<file path="config.mk">
export PLATFORM = sky130hd
export DESIGN_NAME = key_pulse_conditioner_flat
export DESIGN_NICKNAME = d
export VERILOG_FILES = /design/src/rtl/key_pulse_conditioner_if.sv /design/src/rtl/key_pulse_conditioner.sv /design/src/flat_wrapper.sv
export SDC_FILE = /design/constraint.sdc
export NUM_CORES = 1
export LEC_CHECK = 0
export CAP_MARGIN = 20
export CORE_UTILIZATION = 40
export CTS_BUF_LIST = sky130_fd_sc_hd__clkbuf_4 sky130_fd_sc_hd__clkbuf_8
export DETAILED_ROUTE_END_ITERATION = 8
export GPL_ROUTABILITY_DRIVEN = 0
export PLACE_DENSITY_LB_ADDON = 0.1
export SETUP_SLACK_MARGIN = 0.15
export SLEW_MARGIN = 20
export SYNTH_ARGS = -nofsm -noshare
export SYNTH_HDL_FRONTEND = slang
export SYNTH_SLANG_ARGS = --single-unit
export TNS_END_PERCENT = 50
</file>
<file path="constraint.sdc">
create_clock -name clk -period 2.4 [get_ports clk]
set_input_delay 0.6 -clock clk [delete_from_list [all_inputs] [get_ports clk]]
set_output_delay 0.6 -clock clk [all_outputs]
set_load 0.005 [all_outputs]
</file>
<file path="src/rtl/key_pulse_conditioner_if.sv">
// Key conditioner handshake bundle: raw key and repeat enable in,
// count/release strobes and debounced level out.
`timescale 1ns/1ps
interface key_pulse_conditioner_if;
  logic key_in;
  logic rep_en;
  logic cou;
  logic rel;
  logic key_level;

  modport master (
    output key_in,
    output rep_en,
    input  cou,
    input  rel,
    input  key_level
  );

  modport slave (
    input  key_in,
    input  rep_en,
    output cou,
    output rel,
    output key_level
  );
endinterface

</file>
<file path="src/rtl/key_pulse_conditioner.sv">
// Debounces a mechanical key and emits count strobes on press and
// auto-repeat, plus a release strobe, through a single shared counter.
`timescale 1ns/1ps
module key_pulse_conditioner #(
  parameter int unsigned DEB_CYCLES   = 500000,
  parameter int unsigned REPEAT_DELAY = 25000000,
  parameter int unsigned REPEAT_RATE  = 5000000
) (
  input  logic                    clk,
  input  logic                    res,
  key_pulse_conditioner_if.slave  bus
);

  localparam int unsigned CW = 25;

  if (DEB_CYCLES < 2 || REPEAT_DELAY < 2 || REPEAT_RATE < 2) begin : g_bad_min
    $error("key_pulse_conditioner: parameters must be >= 2");
  end
  if (DEB_CYCLES > 33554432 || REPEAT_DELAY > 33554432 ||
      REPEAT_RATE > 33554432) begin : g_bad_max
    $error("key_pulse_conditioner: parameter exceeds counter range");
  end

  // The IDLE sample counts as the first stable sample, so the
  // debounce states only need DEB_CYCLES-1 further samples.
  localparam logic [CW-1:0] DEB_LAST = CW'(DEB_CYCLES - 2);
  localparam logic [CW-1:0] RD_LAST  = CW'(REPEAT_DELAY - 1);
  localparam logic [CW-1:0] RR_LAST  = CW'(REPEAT_RATE - 1);

  typedef enum logic [2:0] {
    IDLE,
    DB_PRESS,
    HELD,
    REPEAT,
    DB_REL
  } state_t;

  state_t        r_state;
  state_t        w_state_nxt;
  logic [CW-1:0] r_cnt;
  logic [CW-1:0] w_cnt_nxt;
  logic          r_sync1;
  logic          r_sync2;
  logic          r_cou;
  logic          r_rel;
  logic          r_level;
  logic          w_cou_nxt;
  logic          w_rel_nxt;
  logic          w_level_nxt;

  always_ff @(posedge clk or negedge res) begin
    if (!res) begin
      r_sync1 <= 1'b0;
      r_sync2 <= 1'b0;
      r_state <= IDLE;
      r_cnt   <= '0;
      r_cou   <= 1'b0;
      r_rel   <= 1'b0;
      r_level <= 1'b0;
    end else begin
      r_sync1 <= bus.key_in;
      r_sync2 <= r_sync1;
      r_state <= w_state_nxt;
      r_cnt   <= w_cnt_nxt;
      r_cou   <= w_cou_nxt;
      r_rel   <= w_rel_nxt;
      r_level <= w_level_nxt;
    end
  end

  always_comb begin
    w_state_nxt = r_state;
    w_cnt_nxt   = r_cnt + 25'd1;
    w_cou_nxt   = 1'b0;
    w_rel_nxt   = 1'b0;
    w_level_nxt = r_level;
    unique case (r_state)
      IDLE: begin
        w_cnt_nxt = '0;
        if (r_sync2) w_state_nxt = DB_PRESS;
      end
      DB_PRESS: begin
        if (!r_sync2) begin
          w_state_nxt = IDLE;
          w_cnt_nxt   = '0;
        end else if (r_cnt == DEB_LAST) begin
          w_state_nxt = HELD;
          w_cnt_nxt   = '0;
          w_cou_nxt   = 1'b1;
          w_level_nxt = 1'b1;
        end
      end
      HELD: begin
        if (!r_sync2) begin
          w_state_nxt = DB_REL;
          w_cnt_nxt   = '0;
        end else if (!bus.rep_en) begin
          w_cnt_nxt = '0;
        end else if (r_cnt == RD_LAST) begin
          w_state_nxt = REPEAT;
          w_cnt_nxt   = '0;
          w_cou_nxt   = 1'b1;
        end
      end
      REPEAT: begin
        if (!r_sync2) begin
          w_state_nxt = DB_REL;
          w_cnt_nxt   = '0;
        end else if (!bus.rep_en) begin
          w_state_nxt = HELD;
          w_cnt_nxt   = '0;
        end else if (r_cnt == RR_LAST) begin
          w_cnt_nxt = '0;
          w_cou_nxt = 1'b1;
        end
      end
      DB_REL: begin
        if (r_sync2) begin
          w_state_nxt = HELD;
          w_cnt_nxt   = '0;
        end else if (r_cnt == DEB_LAST) begin
          w_state_nxt = IDLE;
          w_cnt_nxt   = '0;
          w_rel_nxt   = 1'b1;
          w_level_nxt = 1'b0;
        end
      end
      default: begin
        w_state_nxt = IDLE;
        w_cnt_nxt   = '0;
      end
    endcase
  end

  assign bus.cou       = r_cou;
  assign bus.rel       = r_rel;
  assign bus.key_level = r_level;

endmodule

</file>
<file path="src/flat_wrapper.sv">
// flat-port wrapper written by rule: the top's interface ports become plain ports
module key_pulse_conditioner_flat 
#(
  parameter int unsigned DEB_CYCLES   = 500000,
  parameter int unsigned REPEAT_DELAY = 25000000,
  parameter int unsigned REPEAT_RATE  = 5000000
)
  (clk, res, bus_key_in, bus_rep_en, bus_cou, bus_rel, bus_key_level);
  key_pulse_conditioner_if bus_i ();
  input  logic clk;
  input  logic res;
  input wire logic [$bits(bus_i.key_in)-1:0] bus_key_in;
  input wire logic [$bits(bus_i.rep_en)-1:0] bus_rep_en;
  output wire logic [$bits(bus_i.cou)-1:0] bus_cou;
  output wire logic [$bits(bus_i.rel)-1:0] bus_rel;
  output wire logic [$bits(bus_i.key_level)-1:0] bus_key_level;
  assign bus_i.key_in = bus_key_in;
  assign bus_i.rep_en = bus_rep_en;
  assign bus_cou = bus_i.cou;
  assign bus_rel = bus_i.rel;
  assign bus_key_level = bus_i.key_level;
  key_pulse_conditioner #(.DEB_CYCLES(DEB_CYCLES), .REPEAT_DELAY(REPEAT_DELAY), .REPEAT_RATE(REPEAT_RATE)) u_core (.clk(clk), .res(res), .bus(bus_i));
endmodule
</file>
; ---- Yosys cells after proc, flatten, opt, wreduce, memory -nomap -nowiden
; Index checks and enable logic that the tools add are counted.
[classes]
n_addsub = 1
n_eq_ne = 17
mux = 37
n_reduce_logical = 4
[ops]
columns = op, count
row1 = 2-to-1 mux 25 bit, 9
row2 = case mux 25 bit (4 select lines), 1
row3 = 2-to-1 mux 3 bit, 10
row4 = "adder 25 x 1 -> 25 bit, second input constant", 1
row5 = "equality test 25 x 19 -> 1 bit, second input constant", 1
row6 = "equality test 25 x 23 -> 1 bit, second input constant", 1
row7 = "equality test 25 bit, second input constant", 1
row8 = case mux 3 bit (5 select lines), 1
row9 = 2-to-1 mux 1 bit, 14
row10 = "inequality test 3 bit, second input constant", 4
row11 = "inequality test 2 x 1 -> 1 bit, second input constant", 4
row12 = "equality test 3 x 2 -> 1 bit, second input constant", 2
row13 = AND reduction 6 bit, 1
row14 = AND reduction 5 bit, 1
row15 = "equality test 3 x 1 -> 1 bit, second input constant", 1
row16 = "equality test 3 bit, second input constant", 1
row17 = logical NOT 3 bit, 1
row18 = "inequality test 3 x 1 -> 1 bit, second input constant", 1
row19 = case mux 1 bit (3 select lines), 1
row20 = "inequality test 2 bit, second input constant", 1
row21 = case mux 1 bit (2 select lines), 1
row22 = nonzero test 2 bit, 1
[word_totals]
regBits = 33
inputBits = 4
out_inout_bits = 3
word_cells = 66

; ---- Depth between registers and ports, before layout
[logic_depth]
depth_word = 5
mapped_depth = 8
ltp_nobuf = 7

; ---- Worst setup path after synthesis
; No wires, ideal clock.
[synth_timing]
kind = flip-flop to flip-flop
startpoint = reg u_core.r_cnt[0]
endpoint = reg u_core.r_level (netlist: u_core.bus.key_level)
setup_time_ns = 0.130
arrival_ns = 1.868
t_required_ns = 2.270
slack_ns = 0.402
path_stages_with_launch = 8
path_buffers = 0
synth_period_minus_slack_ns = 1.998
cell_sequence = dfrtp_1 -> inv_1 -> ha_1 -> nor4bb_1 -> nand4_1 -> or4_1 -> o41ai_1 -> a21oi_1
[synth_between]
elab_chain_len = 3
word_cells_on_any_way = 4
classes_between = 3 x eq/ne / 1 x reduce/logical
[synth_rtl]
columns = item, line_no
row1 = start: declaration, key_pulse_conditioner.sv:40  ; logic [CW-1:0] r_cnt;
row2 = start signal: assignment, key_pulse_conditioner.sv:64  ; r_cnt <= w_cnt_nxt;
row3 = equality test 25 x 19 -> 1 bit *, "key_pulse_conditioner.sv:86, key_pulse_conditioner.sv:121"
row4 = inequality test 2 x 1 -> 1 bit (no source line), --
row5 = AND reduction 5 bit (no source line) *, --
row6 = end signal: assignment, key_pulse_conditioner.sv:67  ; r_level <= w_level_nxt;
row7 = end: declaration, key_pulse_conditioner.sv:46  ; logic r_level;
; Every way passes the cells marked *; elsewhere a longest branch is shown, timed or not.
; A chain may end at the register's enable or synchronous reset.

; ---- Worst setup path in the final report
[layout_timing]
startpoint = reg u_core.r_cnt[21]
endpoint = reg u_core.r_level (netlist: u_core.bus.key_level)
; The elaborated chain is that of the path after synthesis.

==> out/qor.csv <==
stage,metric,value,unit
critical_path,crit_arrival,2.30,ns
layout,n_antenna_cell,0,
synthesis,synthArstFlopShare,1.00,
detailed_routing,via_count,1281,
global_route,grt_pass1_vias,1246,
clock_network,ctsResizeCount,0,
synthesis,synth_edf_count,0,
sta,hold_viol,0,
sta,finalCritPeriodShare,0.890,
clock_network,cts_setup_buffers,0,
floorplan,num_rows,23,
sta,fin_skew,0.00294,ns
critical_path,required,2.56,ns
floorplan,die_width,68.1,um
sta,setup_viol_count_final,0,
detailed_routing,drc,0,
detailed_routing,drt-vias-per-instance,5.34,
outcome,status,"complete, no violations",
floorplan,coreArea,4090,sq um
sta,rsz0062_at_grt,true,
sta,setup_tns,0,ns
clock_network,holdBufCountCts,0,
place,io_buffers,6,
clock_network,clockBufferDepth,2,
sta,maxSlewHeadroom,0.651,
pwr,power_density,525,nW/um^2
sta,finalCriticalPeriod,2.14,ns
clock_network,clk_latency,0.28,ns
synthesis,syn_avg_cell_area,9.86,sq um
job,cap_viol_max_count,0,
detailed_routing,drt_wl_total,3.57,mm
detailed_routing,firstDrtPassIters,4,
sta,tightestPinTransition,0.519,ns
global_route,antenna_found_initial,0,
sta,fmax,0.468,GHz
critical_path,worstSetupEndpointType,flop,
global_route,grt_max_degree,34,
critical_path,worst_setup_path_start_kind,flop,
synthesis,synth_top_area_cell,dfrtp_1,
synthesis,ys_seq_area_frac,0.473,
critical_path,crit_path_max_fanout,5,
clock_network,clkSinkCount,33,
layout,nFillCells,399,
pwr,peakVddDrop,329,uV
clock_network,cts_buffers,5,
layout,stdcell_count,240,
place,pre_cts_slack,0.262,ns
global_route,grt_pass1_wl,6.06,mm
global_route,grt-ovfl-total,0,
synthesis,synth.most_common_cell,nor2_1,
place,place_inst,233,
synthesis,yosysTopAreaCellShare,0.473,
sta,timing.final.ws_setup,0.264,ns
layout,fin_area,1970,sq um
global_route,grt_use_total,0.184,
layout,drive_above_1_share,0.100,
floorplan,die_area,4630,sq um
synthesis,syn_nets,183,
detailed_routing,avgRoutedWirePerCell,14.9,um
place,hpwl,2.52,mm
synthesis,synthCells,177,
sta,finalMaxSlewViolations,0,
synthesis,synth_cell_types,38,
floorplan,io_pins,7,
pwr,p_leak,0.798,nW
worst_hold_path,hp-class,reg2reg,
clock_network,root_buffer,clkbuf_8,
detailed_routing,drtIter0Drc,93,
critical_path,crit_type,reg2reg,
synthesis,ys_warn_count,0,
synthesis,synth_flop_cell,dfrtp_1,
clock_network,cts_tree,done,
place,placed_cell_area,1880,sq um
synthesis,synth_area_leaders,"dfrtp_1 (47%), xor2_1 (8.5%), nor2_1 (7.7%)",
synthesis,yosys_register_bits,33,
floorplan,start_util,0.427,
detailed_routing,antenna_left,0,
synthesis,synth_area,1750,sq um
layout,fin_nets,196,
clock_network,htreeDepth,2,
floorplan,die-height,68.1,um
clock_network,cts.clk_slew.worst_paths,0.06,ns
pwr,finalPower,0.00103,W
layout,area_growth,12.7,%
synthesis,synth_commonest_cells,"nor2_1 (36), dfrtp_1 (33), xor2_1 (17), nand3_1 (13)",
## flip-flops by register name, indices dropped and copies added, names as in the netlist
signal,flops
u_core.r_sync2,1
u_core.r_cnt,25
u_core.r_state,3
u_core.bus.cou,1
u_core.r_sync1,1
u_core.bus.key_level,1
u_core.bus.rel,1
## cells by family (layout without fill, tap and decap cells)
| family | after synthesis | count (layout) | synth area share |
|---|---|---|---|
| compound gates | 13 | 13 | 0.0609 |
| xor+xnor | 23 | 23 | 0.115 |
| flops | 33 | 33 | 0.473 |
| simple gates | 95 | 95 | 0.300 |
| buf+inv | 11 | 24 | 0.0366 |
| fa+ha+maj | 2 | 2 | 0.0143 |
## critical path, cell delays in order (launching register included)
cell and delay (ns):
dfrtp_1 0.44, or4_1 0.64, or4_1 0.57, o41ai_1 0.25, a21oi_1 0.10
## layout make-up
type / instances / area, sq um / share of cell area
Clock buffer: 7 / 90.1 / 0.0458
Inverter: 6 / 22.5 / 0.0115
Multi-Input combinational cell: 133 / 856 / 0.435
Sequential cell: 33 / 826 / 0.420
Tap cell: 50 / 62.6 / 0.0318
Timing Repair Buffer: 11 / 110 / 0.0560
## cell usage in the layout (no fill, tap or decap), drive strengths merged, types with 7 or more instances in the layout
cell type and instances:
nor2 36, dfrtp 33, xor2 17, nand3 13, nand4 9, nand2 9
clkbuf 7, nor4 7
## through the flow
step / hold WS (ns) / util
final: 0.352 / 0.481
after global routing: 0.357 / 0.481
after CTS: 0.355 / 0.481
after detailed placement: 0.339 / 0.459
after global placement: 0.336 / 0.459
after floorplan: 0.304 / -
## final timing paths
path                             startpoint              endpoint  slack, ns  cells past startpoint
max                        u_core.r_cnt[21]  u_core.bus.key_level       0.26                      4
min                          u_core.r_sync1        u_core.r_sync2       0.35                      0
max reg2reg                u_core.r_cnt[21]  u_core.bus.key_level       0.26                      4
min reg2reg                  u_core.r_sync1        u_core.r_sync2       0.35                      0
max in group asynchronous               res       u_core.r_cnt[6]       1.38                      2
min in group asynchronous               res      u_core.r_cnt[16]       0.72                      2
## power breakdown
part	switching, W	internal (W)	leakage, nW	total, W
Combinational	0.0000240	0.0000155	0.297	0.0000395
Sequential	0.00000561	0.000560	0.453	0.000566
Clock	0.000189	0.000239	0.0477	0.000428
Total	0.000219	0.000814	0.798	0.00103
## layer usage
layer | track usage | part of all wire | vias to the layer above
li1 | - | - | 643
met1 | 0.249 | 0.49 | 622
met2 | 0.282 | 0.47 | 11
met3 | 0.0550 | 0.028 | 5
met4 | 0.0547 | 0.012 | 0
met5 | 0 | 0 | -
Note: power is estimated with default switching activity, not from simulation.
